--- src/rtl/w_buffer_loader_if.sv ---
// w_buffer_loader_if: controller handshake, source BRAM read port and weight-RAM write port of the loader
interface w_buffer_loader_if #(
   parameter int ADDR_WIDTH      = 8,
   parameter int ARRAY_M         = 8,
   parameter int WGT_WIDTH       = 8,
   parameter int BRAM_DATA_WIDTH = 32,
   parameter int BRAM_ADDR_WIDTH = 12
);
   localparam int CW = $clog2(ARRAY_M) + 1;
   logic                       start;
   logic [BRAM_ADDR_WIDTH-1:0] src_base;
   logic [ADDR_WIDTH-1:0]      dst_base;
   logic [ADDR_WIDTH:0]        num_rows;
   logic [CW-1:0]              num_cols;
   logic                       bram_en;
   logic [BRAM_ADDR_WIDTH-1:0] bram_addr;
   logic [BRAM_DATA_WIDTH-1:0] bram_rdata;
   logic [ADDR_WIDTH-1:0]      bram_to_ram_w_addr;
   logic [ARRAY_M-1:0]         bram_to_ram_w_en;
   logic [WGT_WIDTH-1:0]       bram_to_ram_w_data;
   logic                       busy;
   logic                       done;
   modport master (
      output start, src_base, dst_base, num_rows, num_cols, bram_rdata,
      input  bram_en, bram_addr, bram_to_ram_w_addr, bram_to_ram_w_en, bram_to_ram_w_data, busy, done
   );
   modport slave (
      input  start, src_base, dst_base, num_rows, num_cols, bram_rdata,
      output bram_en, bram_addr, bram_to_ram_w_addr, bram_to_ram_w_en, bram_to_ram_w_data, busy, done
   );
endinterface

--- src/rtl/w_buffer_loader.sv ---
// w_buffer_loader: unpacks a column-major weight tile from wide BRAM words into the per-column weight RAMs
module w_buffer_loader #(
   parameter int ADDR_WIDTH      = 8,
   parameter int ARRAY_M         = 8,
   parameter int WGT_WIDTH       = 8,
   parameter int BRAM_DATA_WIDTH = 32,
   parameter int BRAM_ADDR_WIDTH = 12,
   parameter int BPW             = BRAM_DATA_WIDTH / WGT_WIDTH
) (
   input logic clk,
   input logic reset,
   w_buffer_loader_if.slave bus
);
   localparam int CW = $clog2(ARRAY_M) + 1;
   localparam int LW = BPW > 1 ? $clog2(BPW) : 1;

   typedef enum logic [2:0] {IDLE, FETCH, WAIT, EMIT, DONE} state_t;

   state_t                     state_q, state_d;
   logic [BRAM_ADDR_WIDTH-1:0] ptr_q, ptr_d;
   logic [ADDR_WIDTH-1:0]      dst_q, dst_d;
   logic [ADDR_WIDTH:0]        nrows_q, nrows_d;
   logic [CW-1:0]              ncols_q, ncols_d;
   logic [ADDR_WIDTH-1:0]      row_q, row_d;
   logic [CW-1:0]              col_q, col_d;
   logic [LW-1:0]              lane_q, lane_d;
   logic [BRAM_DATA_WIDTH-1:0] word_q, word_d;
   logic                       skip_q, skip_d;
   logic                       bram_en_q, bram_en_d;
   logic [BRAM_ADDR_WIDTH-1:0] bram_addr_q, bram_addr_d;
   logic [ARRAY_M-1:0]         w_en_q, w_en_d;
   logic [ADDR_WIDTH-1:0]      w_addr_q, w_addr_d;
   logic [WGT_WIDTH-1:0]       w_data_q, w_data_d;
   logic                       busy_q, busy_d;
   logic                       done_q, done_d;

   logic                  row_last, col_last, lane_last, empty;
   logic [ADDR_WIDTH-1:0] row_nx;
   logic [CW-1:0]         col_nx, ncols_clamp;
   logic [LW-1:0]         lane_nx;

   // row/col/lane always point at the weight being written (EMIT) or about to be written (FETCH/WAIT)
   assign row_last    = {1'b0, row_q} == nrows_q - 1'b1;
   assign col_last    = col_q == ncols_q - 1'b1;
   assign lane_last   = lane_q == LW'(BPW - 1);
   assign row_nx      = row_last ? '0 : row_q + 1'b1;
   assign col_nx      = row_last ? col_q + 1'b1 : col_q;
   assign lane_nx     = lane_q + 1'b1;
   assign ncols_clamp = bus.num_cols > CW'(ARRAY_M) ? CW'(ARRAY_M) : bus.num_cols;
   assign empty       = bus.num_rows == '0 || bus.num_cols == '0;

   // next state, counters and the registered copies of every output
   always_comb begin
      state_d     = state_q;
      ptr_d       = ptr_q;
      dst_d       = dst_q;
      nrows_d     = nrows_q;
      ncols_d     = ncols_q;
      row_d       = row_q;
      col_d       = col_q;
      lane_d      = lane_q;
      word_d      = word_q;
      skip_d      = skip_q;
      bram_en_d   = 1'b0;
      bram_addr_d = bram_addr_q;
      w_en_d      = '0;
      w_addr_d    = w_addr_q;
      w_data_d    = w_data_q;
      done_d      = 1'b0;
      unique case (state_q)
         IDLE: if (bus.start) begin
            ptr_d       = bus.src_base;
            dst_d       = bus.dst_base;
            nrows_d     = bus.num_rows;
            ncols_d     = ncols_clamp;
            row_d       = '0;
            col_d       = '0;
            lane_d      = '0;
            skip_d      = empty;
            bram_en_d   = !empty;
            bram_addr_d = bus.src_base;
            state_d     = empty ? DONE : FETCH;
         end
         FETCH: state_d = WAIT;
         WAIT: begin
            word_d   = bus.bram_rdata;
            w_en_d   = ARRAY_M'(1) << col_q;
            w_addr_d = dst_q + row_q;
            w_data_d = bus.bram_rdata[WGT_WIDTH-1:0];
            state_d  = EMIT;
         end
         EMIT: if (row_last && col_last) begin
            done_d  = 1'b1;
            state_d = DONE;
         end else begin
            row_d = row_nx;
            col_d = col_nx;
            if (lane_last) begin
               lane_d      = '0;
               ptr_d       = ptr_q + 1'b1;
               bram_en_d   = 1'b1;
               bram_addr_d = ptr_q + 1'b1;
               state_d     = FETCH;
            end else begin
               lane_d   = lane_nx;
               w_en_d   = ARRAY_M'(1) << col_nx;
               w_addr_d = dst_q + row_nx;
               w_data_d = word_q[lane_nx*WGT_WIDTH +: WGT_WIDTH];
            end
         end
         // an empty tile spends one settle cycle here before pulsing done
         DONE: begin
            skip_d  = 1'b0;
            done_d  = skip_q;
            state_d = skip_q ? DONE : IDLE;
         end
         default: state_d = IDLE;
      endcase
      busy_d = state_d == FETCH || state_d == WAIT || state_d == EMIT;
   end

   // state and output registers; reset aborts any transfer immediately
   always_ff @(posedge clk or negedge reset) begin
      if (!reset) begin
         state_q     <= IDLE;
         ptr_q       <= '0;
         dst_q       <= '0;
         nrows_q     <= '0;
         ncols_q     <= '0;
         row_q       <= '0;
         col_q       <= '0;
         lane_q      <= '0;
         word_q      <= '0;
         skip_q      <= 1'b0;
         bram_en_q   <= 1'b0;
         bram_addr_q <= '0;
         w_en_q      <= '0;
         w_addr_q    <= '0;
         w_data_q    <= '0;
         busy_q      <= 1'b0;
         done_q      <= 1'b0;
      end else begin
         state_q     <= state_d;
         ptr_q       <= ptr_d;
         dst_q       <= dst_d;
         nrows_q     <= nrows_d;
         ncols_q     <= ncols_d;
         row_q       <= row_d;
         col_q       <= col_d;
         lane_q      <= lane_d;
         word_q      <= word_d;
         skip_q      <= skip_d;
         bram_en_q   <= bram_en_d;
         bram_addr_q <= bram_addr_d;
         w_en_q      <= w_en_d;
         w_addr_q    <= w_addr_d;
         w_data_q    <= w_data_d;
         busy_q      <= busy_d;
         done_q      <= done_d;
      end
   end

   assign bus.bram_en            = bram_en_q;
   assign bus.bram_addr          = bram_addr_q;
   assign bus.bram_to_ram_w_en   = w_en_q;
   assign bus.bram_to_ram_w_addr = w_addr_q;
   assign bus.bram_to_ram_w_data = w_data_q;
   assign bus.busy               = busy_q;
   assign bus.done               = done_q;
endmodule

--- src/flat_wrapper.sv ---
// flat-port wrapper written by rule: the top's interface ports become plain ports
module w_buffer_loader_flat 
#(
   parameter int ADDR_WIDTH      = 8,
   parameter int ARRAY_M         = 8,
   parameter int WGT_WIDTH       = 8,
   parameter int BRAM_DATA_WIDTH = 32,
   parameter int BRAM_ADDR_WIDTH = 12,
   parameter int BPW             = BRAM_DATA_WIDTH / WGT_WIDTH
)
  (clk, reset, bus_start, bus_src_base, bus_dst_base, bus_num_rows, bus_num_cols, bus_bram_rdata, bus_bram_en, bus_bram_addr, bus_bram_to_ram_w_addr, bus_bram_to_ram_w_en, bus_bram_to_ram_w_data, bus_busy, bus_done);
  w_buffer_loader_if #(.ADDR_WIDTH(ADDR_WIDTH), .ARRAY_M(ARRAY_M), .WGT_WIDTH(WGT_WIDTH), .BRAM_DATA_WIDTH(BRAM_DATA_WIDTH), .BRAM_ADDR_WIDTH(BRAM_ADDR_WIDTH)) bus_i ();
  input logic clk;
  input logic reset;
  input wire logic [$bits(bus_i.start)-1:0] bus_start;
  input wire logic [$bits(bus_i.src_base)-1:0] bus_src_base;
  input wire logic [$bits(bus_i.dst_base)-1:0] bus_dst_base;
  input wire logic [$bits(bus_i.num_rows)-1:0] bus_num_rows;
  input wire logic [$bits(bus_i.num_cols)-1:0] bus_num_cols;
  input wire logic [$bits(bus_i.bram_rdata)-1:0] bus_bram_rdata;
  output wire logic [$bits(bus_i.bram_en)-1:0] bus_bram_en;
  output wire logic [$bits(bus_i.bram_addr)-1:0] bus_bram_addr;
  output wire logic [$bits(bus_i.bram_to_ram_w_addr)-1:0] bus_bram_to_ram_w_addr;
  output wire logic [$bits(bus_i.bram_to_ram_w_en)-1:0] bus_bram_to_ram_w_en;
  output wire logic [$bits(bus_i.bram_to_ram_w_data)-1:0] bus_bram_to_ram_w_data;
  output wire logic [$bits(bus_i.busy)-1:0] bus_busy;
  output wire logic [$bits(bus_i.done)-1:0] bus_done;
  assign bus_i.start = bus_start;
  assign bus_i.src_base = bus_src_base;
  assign bus_i.dst_base = bus_dst_base;
  assign bus_i.num_rows = bus_num_rows;
  assign bus_i.num_cols = bus_num_cols;
  assign bus_i.bram_rdata = bus_bram_rdata;
  assign bus_bram_en = bus_i.bram_en;
  assign bus_bram_addr = bus_i.bram_addr;
  assign bus_bram_to_ram_w_addr = bus_i.bram_to_ram_w_addr;
  assign bus_bram_to_ram_w_en = bus_i.bram_to_ram_w_en;
  assign bus_bram_to_ram_w_data = bus_i.bram_to_ram_w_data;
  assign bus_busy = bus_i.busy;
  assign bus_done = bus_i.done;
  w_buffer_loader #(.ADDR_WIDTH(ADDR_WIDTH), .ARRAY_M(ARRAY_M), .WGT_WIDTH(WGT_WIDTH), .BRAM_DATA_WIDTH(BRAM_DATA_WIDTH), .BRAM_ADDR_WIDTH(BRAM_ADDR_WIDTH), .BPW(BPW)) u_core (.clk(clk), .reset(reset), .bus(bus_i));
endmodule
--- config.mk ---
export PLATFORM = sky130hd
export DESIGN_NAME = w_buffer_loader_flat
export DESIGN_NICKNAME = d
export VERILOG_FILES = /design/src/rtl/w_buffer_loader_if.sv /design/src/rtl/w_buffer_loader.sv /design/src/flat_wrapper.sv
export SDC_FILE = /design/constraint.sdc
export NUM_CORES = 1
export LEC_CHECK = 0
export ABC_AREA = 1
export ABC_CLOCK_PERIOD_IN_PS = 6400
export BUFFER_PORTS_ARGS = -buffer_cell sky130_fd_sc_hd__buf_2
export CELL_PAD_IN_SITES_DETAIL_PLACEMENT = 0
export CELL_PAD_IN_SITES_GLOBAL_PLACEMENT = 1
export CORE_MARGIN = 5
export CORE_UTILIZATION = 46
export CTS_BUF_LIST = sky130_fd_sc_hd__clkbuf_4
export CTS_CLUSTER_SIZE = 30
export DETAILED_ROUTE_END_ITERATION = 7
export PLACE_DENSITY = 0.95
export SLEW_MARGIN = 20
export SYNTH_ARGS = -nofsm -noshare
export SYNTH_HDL_FRONTEND = slang
export SYNTH_SLANG_ARGS = --single-unit
--- constraint.sdc ---
create_clock -name clk -period 6.4 [get_ports clk]
set_input_delay 1.28 -clock clk [delete_from_list [all_inputs] [get_ports clk]]
set_output_delay 1.28 -clock clk [all_outputs]
set_load 0.02 [all_outputs]
==> results.sh, run 1 <==
export IMPL_finalNetCount=978
export IMPL_syn_inst=797
export IMPL_rsz0062_at_grt="false"
export IMPL_period_minus_slack_ps=3701
export IMPL_gp_congestion=0.8427
export IMPL_status="finished clean"
export IMPL_port_buffers=106
export IMPL_cp_num_buf_inv=2
export IMPL_worstMarginPinSlew_ps=1023
export IMPL_endpoint_kind="flop"
export IMPL_initial_utilization_pct=46.57
export IMPL_final_common_cell="nand2_1"
export IMPL_seq_area_um2=2753
export IMPL_cellPowerDensity_nw_per_um2=519.9
export IMPL_hp_class="flop to flop"
export IMPL_cts_root_buf="clkbuf_4"
export IMPL_synthArstFlopShare_pct=100.0
export IMPL_viasPerCell=4.971
export IMPL_ys_warn_count=0
export IMPL_r2r_start="u_core.nrows_q[0]$_DFFE_PN0P_"
export IMPL_drive_gt1_share_pct=17.52
export IMPL_final_cell_mix="318 x nand2_1, 110 x dfrtp_1, 105 x buf_2, 64 x inv_1, 61 x nand3_1"
export IMPL_ys_seq_area_share_pct=44.99
export IMPL_synth_edff_count=0
export IMPL_crit_end="u_core.bus.bram_to_ram_w_addr[6]$_DFFE_PN0P_"
export IMPL_cts_tree="built"
export IMPL_cts_buffers=9
export IMPL_dp_hpwl_um=10890
export IMPL_cpPeakStageDelay_ps=490
export IMPL_synth_distinct_cells=38
export IMPL_fin_crit_sh_pct=57.83
export IMPL_die_width_um=125.3
export IMPL_ant_nets=0
export IMPL_synthesis_nets=884
export IMPL_worst_path_stages=19
export IMPL_path_cells="inv_2 > ha_1 > nand2_1 > nand2_1 > nand3_1 > nand3_1 > nor2_4 > a21oi_1 > nand2_1 > o21ai_0 > ha_1 > inv_1 > fa_1 > o21ai_0 > a21oi_1 > nor2_1 > nor2_1 > xor2_1 > o21ai_0"
export IMPL_slew_headroom_pct=31.73
export IMPL_clk_pin_slew_ps=170
export IMPL_timing_fmax_mhz=270.2
export IMPL_grt_start_max_net_pins=67
export IMPL_maxSlewViolCount=0
export IMPL_postCtsSetupBuffers=0
export IMPL_fin_util_pct=52.59
export IMPL_die_y_um=125.3
export IMPL_cts_repair_resized=0
export IMPL_cap_violations=0
export IMPL_ys_ff_latch=110
export IMPL_rrSetupSlack_ps=2700
export IMPL_die_area_um2=15710
export IMPL_drtIter0Drc=427
export IMPL_fillCellCount=1344
export IMPL_ir_drop_mv=0.2774
export IMPL_worstPathRequired_ps=6810
export IMPL_io_pins=107
export IMPL_crit_start="u_core.nrows_q[0]$_DFFE_PN0P_"
export IMPL_clk_latency_ps=500
export IMPL_syn2layout_area_growth_pct=12.92
export IMPL_cts_sinks=110
export IMPL_r2r_end="u_core.bus.bram_to_ram_w_addr[6]$_DFFE_PN0P_"
export IMPL_rows=42
export IMPL_firstDrtPassIters=5
export IMPL_grt_pass1_wl_um=25060
export IMPL_routed_wl_um=14840
export IMPL_drc=0
export IMPL_setup_viol=0
export IMPL_report_final_hold_viol_count=0
export IMPL_syn_avg_cell_area_um2=7.677
export IMPL_clock_skew_ps=24.47
export IMPL_crit_arrival_ps=4110
export IMPL_num_vias=5329
export IMPL_leakage_uw=0.003666
export IMPL_syn_cell_area_um2=6118
export IMPL_core_area_um2=13140
export IMPL_antenna_cells=0
export IMPL_synth_ff_type="dfrtp_1"
export IMPL_cts_buffer_depth=2
export IMPL_grt_ovfl_total=0
export IMPL_cp_start_kind="flop"
export IMPL_antenna_found_initial=0
export IMPL_routedWlPerCell_um=13.84
export IMPL_hold_depth=2
export IMPL_track_usage_pct=19.44
export IMPL_critical_path_slowest_cell="a21oi_1"
export IMPL_multi_input_area_um2=2988
export IMPL_critical_path_class="flop to flop"
export IMPL_ctsHoldBuffers=0
export IMPL_htreeDepth=3
export IMPL_crit_family="compound AO/OA/AOI/OAI gates"
export IMPL_tns_ps=0
export IMPL_reg2reg_depth=19
export IMPL_crit_fanout=7
export IMPL_grt_pass1_vias=5131
cell type report:
class                   instances  share of cell area, %
repair buffers                110                  8.149
inverters                      70                  3.803
clock buffers                   9                 0.9779
clock inverters                 7                 0.7968
multi-input cells             590                  43.25
flip-flops and latches        110                  39.84
well taps                     176                  3.187
kinds of logic after synthesis:
logic type	share of synthesized area, %
adders and majority gates	4.008
muxes	1.145
DFF	44.99
buffers and inverters	6.401
AOI/OAI and AO/OA	9.284
and+or+nand+nor	30.74
xor gates and xnor gates	3.436
per-layer routing:
layer  global-route usage [%]  vias to the layer above  wire [um]
li1                         -                     2750          -
met1                    27.17                     2449       7067
met2                    30.50                      118       6818
met3                    5.203                       12        789
met4                    4.528                        0        160
met5                        0                        -          0
worst min-delay path by stage:
stage / to / slack, ps / start
after floorplan: u_core.word_q[0]$_DFFE_PN0P_ / 440 / u_core.word_q[0]$_DFFE_PN0P_
after global placement: u_core.word_q[24]$_DFFE_PN0P_ / 450 / u_core.word_q[24]$_DFFE_PN0P_
after detailed placement: u_core.word_q[6]$_DFFE_PN0P_ / 460 / u_core.word_q[6]$_DFFE_PN0P_
after CTS: u_core.word_q[24]$_DFFE_PN0P_ / 500 / u_core.word_q[24]$_DFFE_PN0P_
after global routing: u_core.dst_q[4]$_DFFE_PN0P_ / 520 / u_core.dst_q[4]$_DFFE_PN0P_
final: u_core.word_q[3]$_DFFE_PN0P_ / 500 / u_core.word_q[3]$_DFFE_PN0P_
stage by stage:
stage | power (uW) | setup WS [ps] | std cells | area (um^2) | hold WS (ps)
global placement | 3241 | 2918 | 1056 | 6778 | 453.0
detailed placement | 3279 | 2788 | 1056 | 6778 | 459.3
global route | 3968 | 2323 | 1072 | 6909 | 523.0
finish | 3592 | 2699 | 1072 | 6909 | 495.9
floorplan | 2763 | 3270 | 797 | 6118 | 442.2
CTS | 3624 | 2741 | 1072 | 6900 | 497.9
power by group:
group | internal (uW) | switching [uW]
Clock | 85.0 | 248
Combinational | 720 | 1290
Sequential | 1000 | 250
tightest hold or removal path, delay by kind of cell, from the launching register on:
kind / cells / cell delay, ps
DFF: 1 / 380
and+or+nand+nor: 2 / 90
Yosys cell counts (all sizes together), types with 3 or more instances:
cell,count,area share [%]
inv,68,4.2
clkbuf,18,1.1
nand3b,3,0.37
nor3,3,0.25
o21ai,53,4.9
o211ai,10,1.3
dfrtp,110,45
xnor2,6,0.86
a21oi,17,1.4
xor2,18,2.6
mux2i,7,1.1
a32o,8,1.3
nand3,63,5.3
nand2,320,20
buf,9,1.0
nand4,11,1.4
ha,18,3.7
nor2,44,3.2
registers in the layout (all words and copies together) (netlist names), 8 cells and up:
| name | flops |
|---|---|
| u_core.bus.bram_to_ram_w_en | 8 |
| u_core.bus.bram_to_ram_w_data | 8 |
| u_core.word_q | 32 |
| u_core.bus.bram_to_ram_w_addr | 8 |
| u_core.nrows_q | 9 |
| u_core.row_q | 8 |
| u_core.ptr_q | 12 |
| u_core.dst_q | 8 |
Power figures use the tool's default switching activity.
==> inputs of run 2 (changes only) <==
--- a/config.mk
+++ b/config.mk
@@ -6,16 +6,16 @@
 export NUM_CORES = 1
 export LEC_CHECK = 0
 export ABC_AREA = 1
-export ABC_CLOCK_PERIOD_IN_PS = 6400
+export ABC_CLOCK_PERIOD_IN_PS = 3000
 export BUFFER_PORTS_ARGS = -buffer_cell sky130_fd_sc_hd__buf_2
 export CELL_PAD_IN_SITES_DETAIL_PLACEMENT = 0
 export CELL_PAD_IN_SITES_GLOBAL_PLACEMENT = 1
 export CORE_MARGIN = 5
-export CORE_UTILIZATION = 46
+export CORE_UTILIZATION = 38
 export CTS_BUF_LIST = sky130_fd_sc_hd__clkbuf_4
 export CTS_CLUSTER_SIZE = 30
 export DETAILED_ROUTE_END_ITERATION = 7
-export PLACE_DENSITY = 0.95
+export PLACE_DENSITY = 0.85
 export SLEW_MARGIN = 20
 export SYNTH_ARGS = -nofsm -noshare
 export SYNTH_HDL_FRONTEND = slang
==> constraint.sdc (replaced) <==
create_clock -name clk -period 3 [get_ports clk]
set_input_delay 0.6 -clock clk [delete_from_list [all_inputs] [get_ports clk]]
set_output_delay 0.6 -clock clk [all_outputs]
set_load 0.02 [all_outputs]
==> run 2 against run 1 <==
Effect of this change:
- the run now ends with setup timing left
- non-clock buffer count is 30 higher
- power is 140% higher
- critical path depth stayed put
- sequential share of layout area is 2.1 points lower
- sequential power is 110% higher
- clock skew is 1.9 ps lower
- fmax is 23% higher
- worst setup slack worse by 2700 ps
- final cell count is 6.6% higher
- first-iteration DRC count is 23% lower
- via count is 1.6% higher
- global-route usage is 2.4 points lower
- critical endpoint unchanged
- largest cell class unchanged
==> results.sh, run 2 (synthesis gave the netlist of run 1 again) <==
export IMPL_largestRegisters="u_core.word_q (32), u_core.ptr_q (12), u_core.nrows_q (9)"
export IMPL_clock_skew_ps=22.59
export IMPL_largest_reg_flops=32
export IMPL_internal_power_uw=4426
export IMPL_switching_share_pct=47.62
export IMPL_routed_wl_um=15660
export IMPL_fin_cells=1143
export IMPL_cellPowerDensity_nw_per_um2=1158
export IMPL_cpPeakStageDelay_ps=470
export IMPL_seq_power_share_pct=31.5
export IMPL_critical_path_slowest_cell="dfrtp_1"
export IMPL_fillCellCount=1606
export IMPL_top_usage_layer="met2"
export IMPL_final_common_cell="nand2_1"
export IMPL_syn2layout_area_growth_pct=19.30
export IMPL_pwr_share_comb_pct=59.3
export IMPL_cts_buffers=9
export IMPL_rsz0062_at_grt="true"
export IMPL_initial_utilization_pct=38.66
export IMPL_status="finished with violations"
export IMPL_firstDrtPassIters=4
export IMPL_worst_hold_slack_ps=144.7
export IMPL_port_buffers=106
export IMPL_setup_viol=1
export IMPL_htreeDepth=3
export IMPL_timing_fmax_mhz=332.9
export IMPL_met1_usage_pct=23.41
export IMPL_die_y_um=136.9
export IMPL_io_pins=107
export IMPL_endpoint_kind="flop"
export IMPL_path_cells="nor2_2 > nand3_2 > nand2_1 > inv_2 > nor2_2 > nand3_2 > nor2_4 > a21oi_2 > buf_4 > nand3b_1 > o21ai_1 > ha_1 > a21oi_2 > o21ai_2 > a21oi_1 > nor2_1 > nor2_1 > xor2_1 > o21ai_1"
export IMPL_gp_congestion=0.8852
export IMPL_clk_latency_ps=480
export IMPL_grt_ovfl_total=0
export IMPL_maxSlewViolCount=0
export IMPL_worstMarginPinSlew_ps=746.9
export IMPL_die_area_um2=18740
export IMPL_antenna_found_initial=1
export IMPL_num_vias=5412
export IMPL_p_clk_share_pct=9.1
export IMPL_drtIter0Drc=329
export IMPL_crit_arrival_ps=3370
export IMPL_use_met2_pct=26.94
export IMPL_fin_crit_sh_pct=100.1
export IMPL_track_usage_pct=17.02
export IMPL_cts_buffer_depth=2
export IMPL_grtUsageMet3_pct=4.265
export IMPL_leakage_uw=0.003841
export IMPL_cp_start_kind="flop"
export IMPL_drc=0
export IMPL_routedWlPerCell_um=13.70
export IMPL_cap_violations=0
export IMPL_ant_nets=0
export IMPL_drive_gt1_share_pct=22.03
export IMPL_switchingPower_uw=4024
export IMPL_ctsHoldBuffers=0
export IMPL_period_minus_slack_ps=3004
export IMPL_grt_pass1_vias=5157
export IMPL_viasPerCell=4.735
export IMPL_ir_drop_mv=0.6073
export IMPL_die_width_um=136.9
export IMPL_critical_path_class="flop to flop"
export IMPL_rows=46
export IMPL_finalNetCount=1008
export IMPL_grt_start_max_net_pins=51
export IMPL_report_final_hold_viol_count=0
export IMPL_hp_class="input port to async pin"
export IMPL_worstPathRequired_ps=3360
export IMPL_setup_slack_ps=-3.983
export IMPL_cts_tree="built"
export IMPL_core_area_um2=15830
export IMPL_finalPower_uw=8450
export IMPL_slew_headroom_pct=49.97
export IMPL_cts_root_buf="clkbuf_4"
export IMPL_violations="setup timing"
export IMPL_top_register="u_core.word_q"
export IMPL_dp_cells=1110
export IMPL_grt_pass1_wl_um=25450
export IMPL_crit_fanout=6
export IMPL_dp_hpwl_um=11640
export IMPL_clk_pin_slew_ps=170
export IMPL_final_cell_mix="316 x nand2_1, 110 x dfrtp_1, 105 x buf_2, 62 x inv_1, 59 x nand3_1"
export IMPL_cts_sinks=110
-- run 2: power groups by stage --
stage | Sequential (uW) | Combinational, uW | Clock [uW]
2_1_floorplan | 2790 | 3120 | 0
3_3_place_gp | 2690 | 4460 | 0
3_5_place_dp | 2700 | 4500 | 0
4_1_cts | 2670 | 4800 | 811
5_1_grt | 2750 | 5640 | 858
6_report | 2660 | 5010 | 772
-- run 2: timing repair --
item | CTS | global route
endpoints found under the setup margin | 2 | 14
resized for setup | 7 | 16
buffers inserted | 12 | 4
pin swaps | 9 | 15
-- run 2: worst paths after layout --
kind / startpoint / cells past startpoint / slack [ps] / end
hold reg to reg: u_core.bus.bram_to_ram_w_addr[0]$_DFFE_PN0P_ / 2 / 490 / u_core.bus.bram_to_ram_w_addr[0]$_DFFE_PN0P_
setup reg to reg: u_core.nrows_q[2]$_DFFE_PN0P_ / 19 / -4 / u_core.bus.bram_to_ram_w_addr[6]$_DFFE_PN0P_
hold / removal: reset / 1 / 140 / u_core.ncols_q[1]$_DFFE_PN0P_
setup / recovery: u_core.nrows_q[2]$_DFFE_PN0P_ / 19 / -4 / u_core.bus.bram_to_ram_w_addr[6]$_DFFE_PN0P_
max in group asynchronous: reset / 2 / 2220 / u_core.ptr_q[1]$_DFFE_PN0P_
min in group clk: bus_bram_rdata[29] / 3 / 300 / u_core.word_q[29]$_DFFE_PN0P_
-- run 2: worst max-delay path: cells and delay by family, from the launching register on --
family / cells / cell delay, ps
AO/OA/AOI/OAI: 6 / 620
XOR/XNOR: 1 / 170
adder cells (fa/ha/maj): 1 / 340
buffers and inverters: 2 / 200
flip-flops: 1 / 470
AND/OR/NAND/NOR: 9 / 1110
-- run 2: through the flow --
step / TNS, ps / util, % / setup WS [ps] / area (um^2)
detailed placement: -77.26 / 43.98 / -65.74 / 6962
floorplan: 0 / - / 53.91 / 6122
CTS: -9.229 / 45.60 / -9.229 / 7218
global placement: 0 / 43.98 / 75.63 / 6962
finish: -3.983 / 46.12 / -3.983 / 7300
global route: -824.4 / 46.12 / -249.5 / 7300
-- run 2: layout make-up --
type	count	area (um^2)	area share, %
diodes	1	2.502	0.03428
well taps	216	270.3	3.702
repair buffers	140	813.3	11.14
flip-flops and latches	110	2753	37.71
clock inverters	6	71.32	0.9770
clock buffers	10	75.07	1.028
inverters	70	262.8	3.600
multi-input cells	590	3052	41.81
-- run 2: layer usage --
metal,up-vias,wire (um)
li1,2810,-
met1,2494,7416
met2,91,7271
met3,17,728
met4,0,241
met5,-,0
==> inputs of run 3 (changes only) <==
--- a/config.mk
+++ b/config.mk
@@ -7,7 +7,7 @@
 export LEC_CHECK = 0
 export ABC_AREA = 1
 export ABC_CLOCK_PERIOD_IN_PS = 3000
-export BUFFER_PORTS_ARGS = -buffer_cell sky130_fd_sc_hd__buf_2
+export BUFFER_PORTS_ARGS = -buffer_cell sky130_fd_sc_hd__buf_4
 export CELL_PAD_IN_SITES_DETAIL_PLACEMENT = 0
 export CELL_PAD_IN_SITES_GLOBAL_PLACEMENT = 1
 export CORE_MARGIN = 5
==> run 3 against run 2 <==
Effect of this change:
- the flow now finishes without violations
- clock-buffer cell count increased by 1
- combinational power grew 5.2%
- critical path depth stayed put
- worst hold slack improved by 140 ps
- flip-flop and latch count unchanged
- via count up 0.76%
- power up 2.2%
- utilization increased by 2.1 points
- largest power group unchanged
==> results.sh, run 3 (synthesis gave the netlist of run 1 again) <==
export IMPL_ant_nets=0
export IMPL_routedWlPerCell_um=13.70
export IMPL_cap_violations=0
export IMPL_firstDrtPassIters=5
export IMPL_syn2layout_area_growth_pct=24.64
export IMPL_dp_hpwl_um=11540
export IMPL_grt_start_max_net_pins=86
export IMPL_critical_path_slowest_cell="dfrtp_1"
export IMPL_worstMarginPinSlew_ps=760.9
export IMPL_slew_headroom_pct=49.03
export IMPL_critical_path_class="flop to flop"
export IMPL_cp_start_kind="flop"
export IMPL_die_width_um=136.9
export IMPL_num_vias=5453
export IMPL_drive_gt1_share_pct=23.41
export IMPL_tns_ps=0
export IMPL_r2r_end="u_core.bus.bram_to_ram_w_addr[6]$_DFFE_PN0P_"
export IMPL_worst_hold_slack_ps=287.5
export IMPL_final_area_um2=7626
export IMPL_finalNetCount=1009
export IMPL_path_cells="inv_2 > ha_4 > xor2_2 > nand2_1 > nor2_2 > nand3_2 > nor2_4 > a21oi_4 > buf_6 > nand3b_1 > o21ai_1 > ha_2 > a21oi_2 > o21ai_2 > a21oi_1 > nor2_1 > nor2_1 > xor2_1 > o21ai_1"
export IMPL_routed_wl_um=15670
export IMPL_largest_reg_flops=32
export IMPL_hp_class="input port to flop"
export IMPL_fillCellCount=1590
export IMPL_die_y_um=136.9
export IMPL_final_common_cell="nand2_1"
export IMPL_place_area_um2=7204
export IMPL_cts_buffer_depth=2
export IMPL_cts_tree="built"
export IMPL_endpoint_kind="flop"
export IMPL_reg2reg_depth=19
export IMPL_io_pins=107
export IMPL_leakage_uw=0.003911
export IMPL_seq_area_um2=2755
export IMPL_track_usage_pct=17.05
export IMPL_ir_drop_mv=0.6283
export IMPL_htreeDepth=3
export IMPL_drtIter0Drc=395
export IMPL_top_register="u_core.word_q"
export IMPL_hold_path_startpoint="bus_bram_rdata[13]"
export IMPL_core_area_um2=15830
export IMPL_largestRegisters="u_core.word_q (32), u_core.ptr_q (12), u_core.nrows_q (9)"
export IMPL_period_minus_slack_ps=2964
export IMPL_crit_fanout=5
export IMPL_antenna_found_initial=1
export IMPL_grt_pass1_wl_um=25540
export IMPL_maxSlewViolCount=0
export IMPL_clk_latency_ps=490
export IMPL_initial_utilization_pct=38.66
export IMPL_cts_root_buf="clkbuf_4"
export IMPL_hold_depth=3
export IMPL_timing_fmax_mhz=337.4
export IMPL_clk_pin_slew_ps=180
export IMPL_die_area_um2=18740
export IMPL_viasPerCell=4.767
export IMPL_rrSetupSlack_ps=40
export IMPL_status="finished clean"
export IMPL_final_cell_mix="315 x nand2_1, 138 x buf_4, 108 x dfrtp_1, 63 x inv_1, 57 x nand3_1"
export IMPL_cpPeakStageDelay_ps=400
export IMPL_rsz0062_at_grt="true"
export IMPL_drc=0
export IMPL_cts_buffers=9
export IMPL_fin_crit_sh_pct=98.79
export IMPL_grt_ovfl_total=0
export IMPL_min_to="u_core.word_q[13]$_DFFE_PN0P_"
export IMPL_setup_viol=0
export IMPL_dp_cells=1109
export IMPL_fin_cells=1144
export IMPL_clock_skew_ps=23.16
export IMPL_gp_congestion=0.9476
export IMPL_rows=46
export IMPL_report_final_hold_viol_count=0
export IMPL_cellPowerDensity_nw_per_um2=1132
export IMPL_worstPathRequired_ps=3400
export IMPL_crit_arrival_ps=3370
export IMPL_grt_pass1_vias=5200
export IMPL_multi_input_area_um2=3134
export IMPL_port_buffers=106
export IMPL_cts_sinks=110
export IMPL_r2r_start="u_core.nrows_q[1]$_DFFE_PN0P_"
[run 3: power breakdown]
part | switching [uW] | internal (uW)
clock network | 508 | 197
registers | 516 | 2150
logic | 3060 | 2200
[run 3: worst max-delay path, delay by kind of cell (launching register included)]
family                     cells  cell delay [ps]
buffers and inverters          2              200
and+or+nand+nor                7              790
DFF                            1              400
adders and majority gates      2              590
AOI/OAI and AO/OA              6              650
xor gates and xnor gates       2              270
[run 3: worst max path at each step]
stage	start	endpoint	slack [ps]	depth (start not counted)
2_1_floorplan	u_core.nrows_q[0]$_DFFE_PN0P_	u_core.bus.bram_to_ram_w_addr[6]$_DFFE_PN0P_	50	19
3_3_place_gp	u_core.nrows_q[1]$_DFFE_PN0P_	u_core.bus.bram_to_ram_w_addr[7]$_DFFE_PN0P_	30	21
3_5_place_dp	u_core.nrows_q[1]$_DFFE_PN0P_	u_core.bus.bram_to_ram_w_addr[6]$_DFFE_PN0P_	-90	19
4_1_cts	u_core.nrows_q[1]$_DFFE_PN0P_	u_core.bus.bram_to_ram_w_addr[6]$_DFFE_PN0P_	-20	19
5_1_grt	u_core.nrows_q[1]$_DFFE_PN0P_	u_core.bus.bram_to_ram_w_addr[7]$_DFFE_PN0P_	-180	20
6_report	u_core.nrows_q[1]$_DFFE_PN0P_	u_core.bus.bram_to_ram_w_addr[6]$_DFFE_PN0P_	40	19
[run 3: timing repair]
action	in CTS	in global routing
endpoints found under the hold margin	15	0
pin swaps	5	35
hold buffers	1	0
buffers inserted	6	11
gates cloned	0	0
resized for setup	2	40
setup endpoints to repair	2	5
[run 3: area by class of cell]
type                    instances  share of cell area, %
clock inverters                 5                 0.5414
inverters                      70                  3.445
well taps                     216                  3.544
repair buffers                141                  14.13
flip-flops and latches        110                  36.13
diodes                          1                0.03281
multi-input cells             590                  41.10
clock buffers                  11                  1.083
[run 3: routing by layer]
layer / vias up / wire length (um) / track usage (%)
met4: 0 / 380 / 6.486
met1: 2509 / 7356 / 24.01
met5: - / 0 / 0
met2: 113 / 7275 / 26.40
met3: 26 / 660 / 2.794
li1: 2805 / - / -
[run 3: through the flow]
stage	utilization (%)	worst slack [ps]	total power, uW
after floorplan	-	53.91	5904
after global placement	45.52	33.59	7298
after detailed placement	45.52	-88.00	7336
after CTS	46.68	-16.67	8183
after global routing	48.18	-176.5	9490
final	48.18	36.42	8634
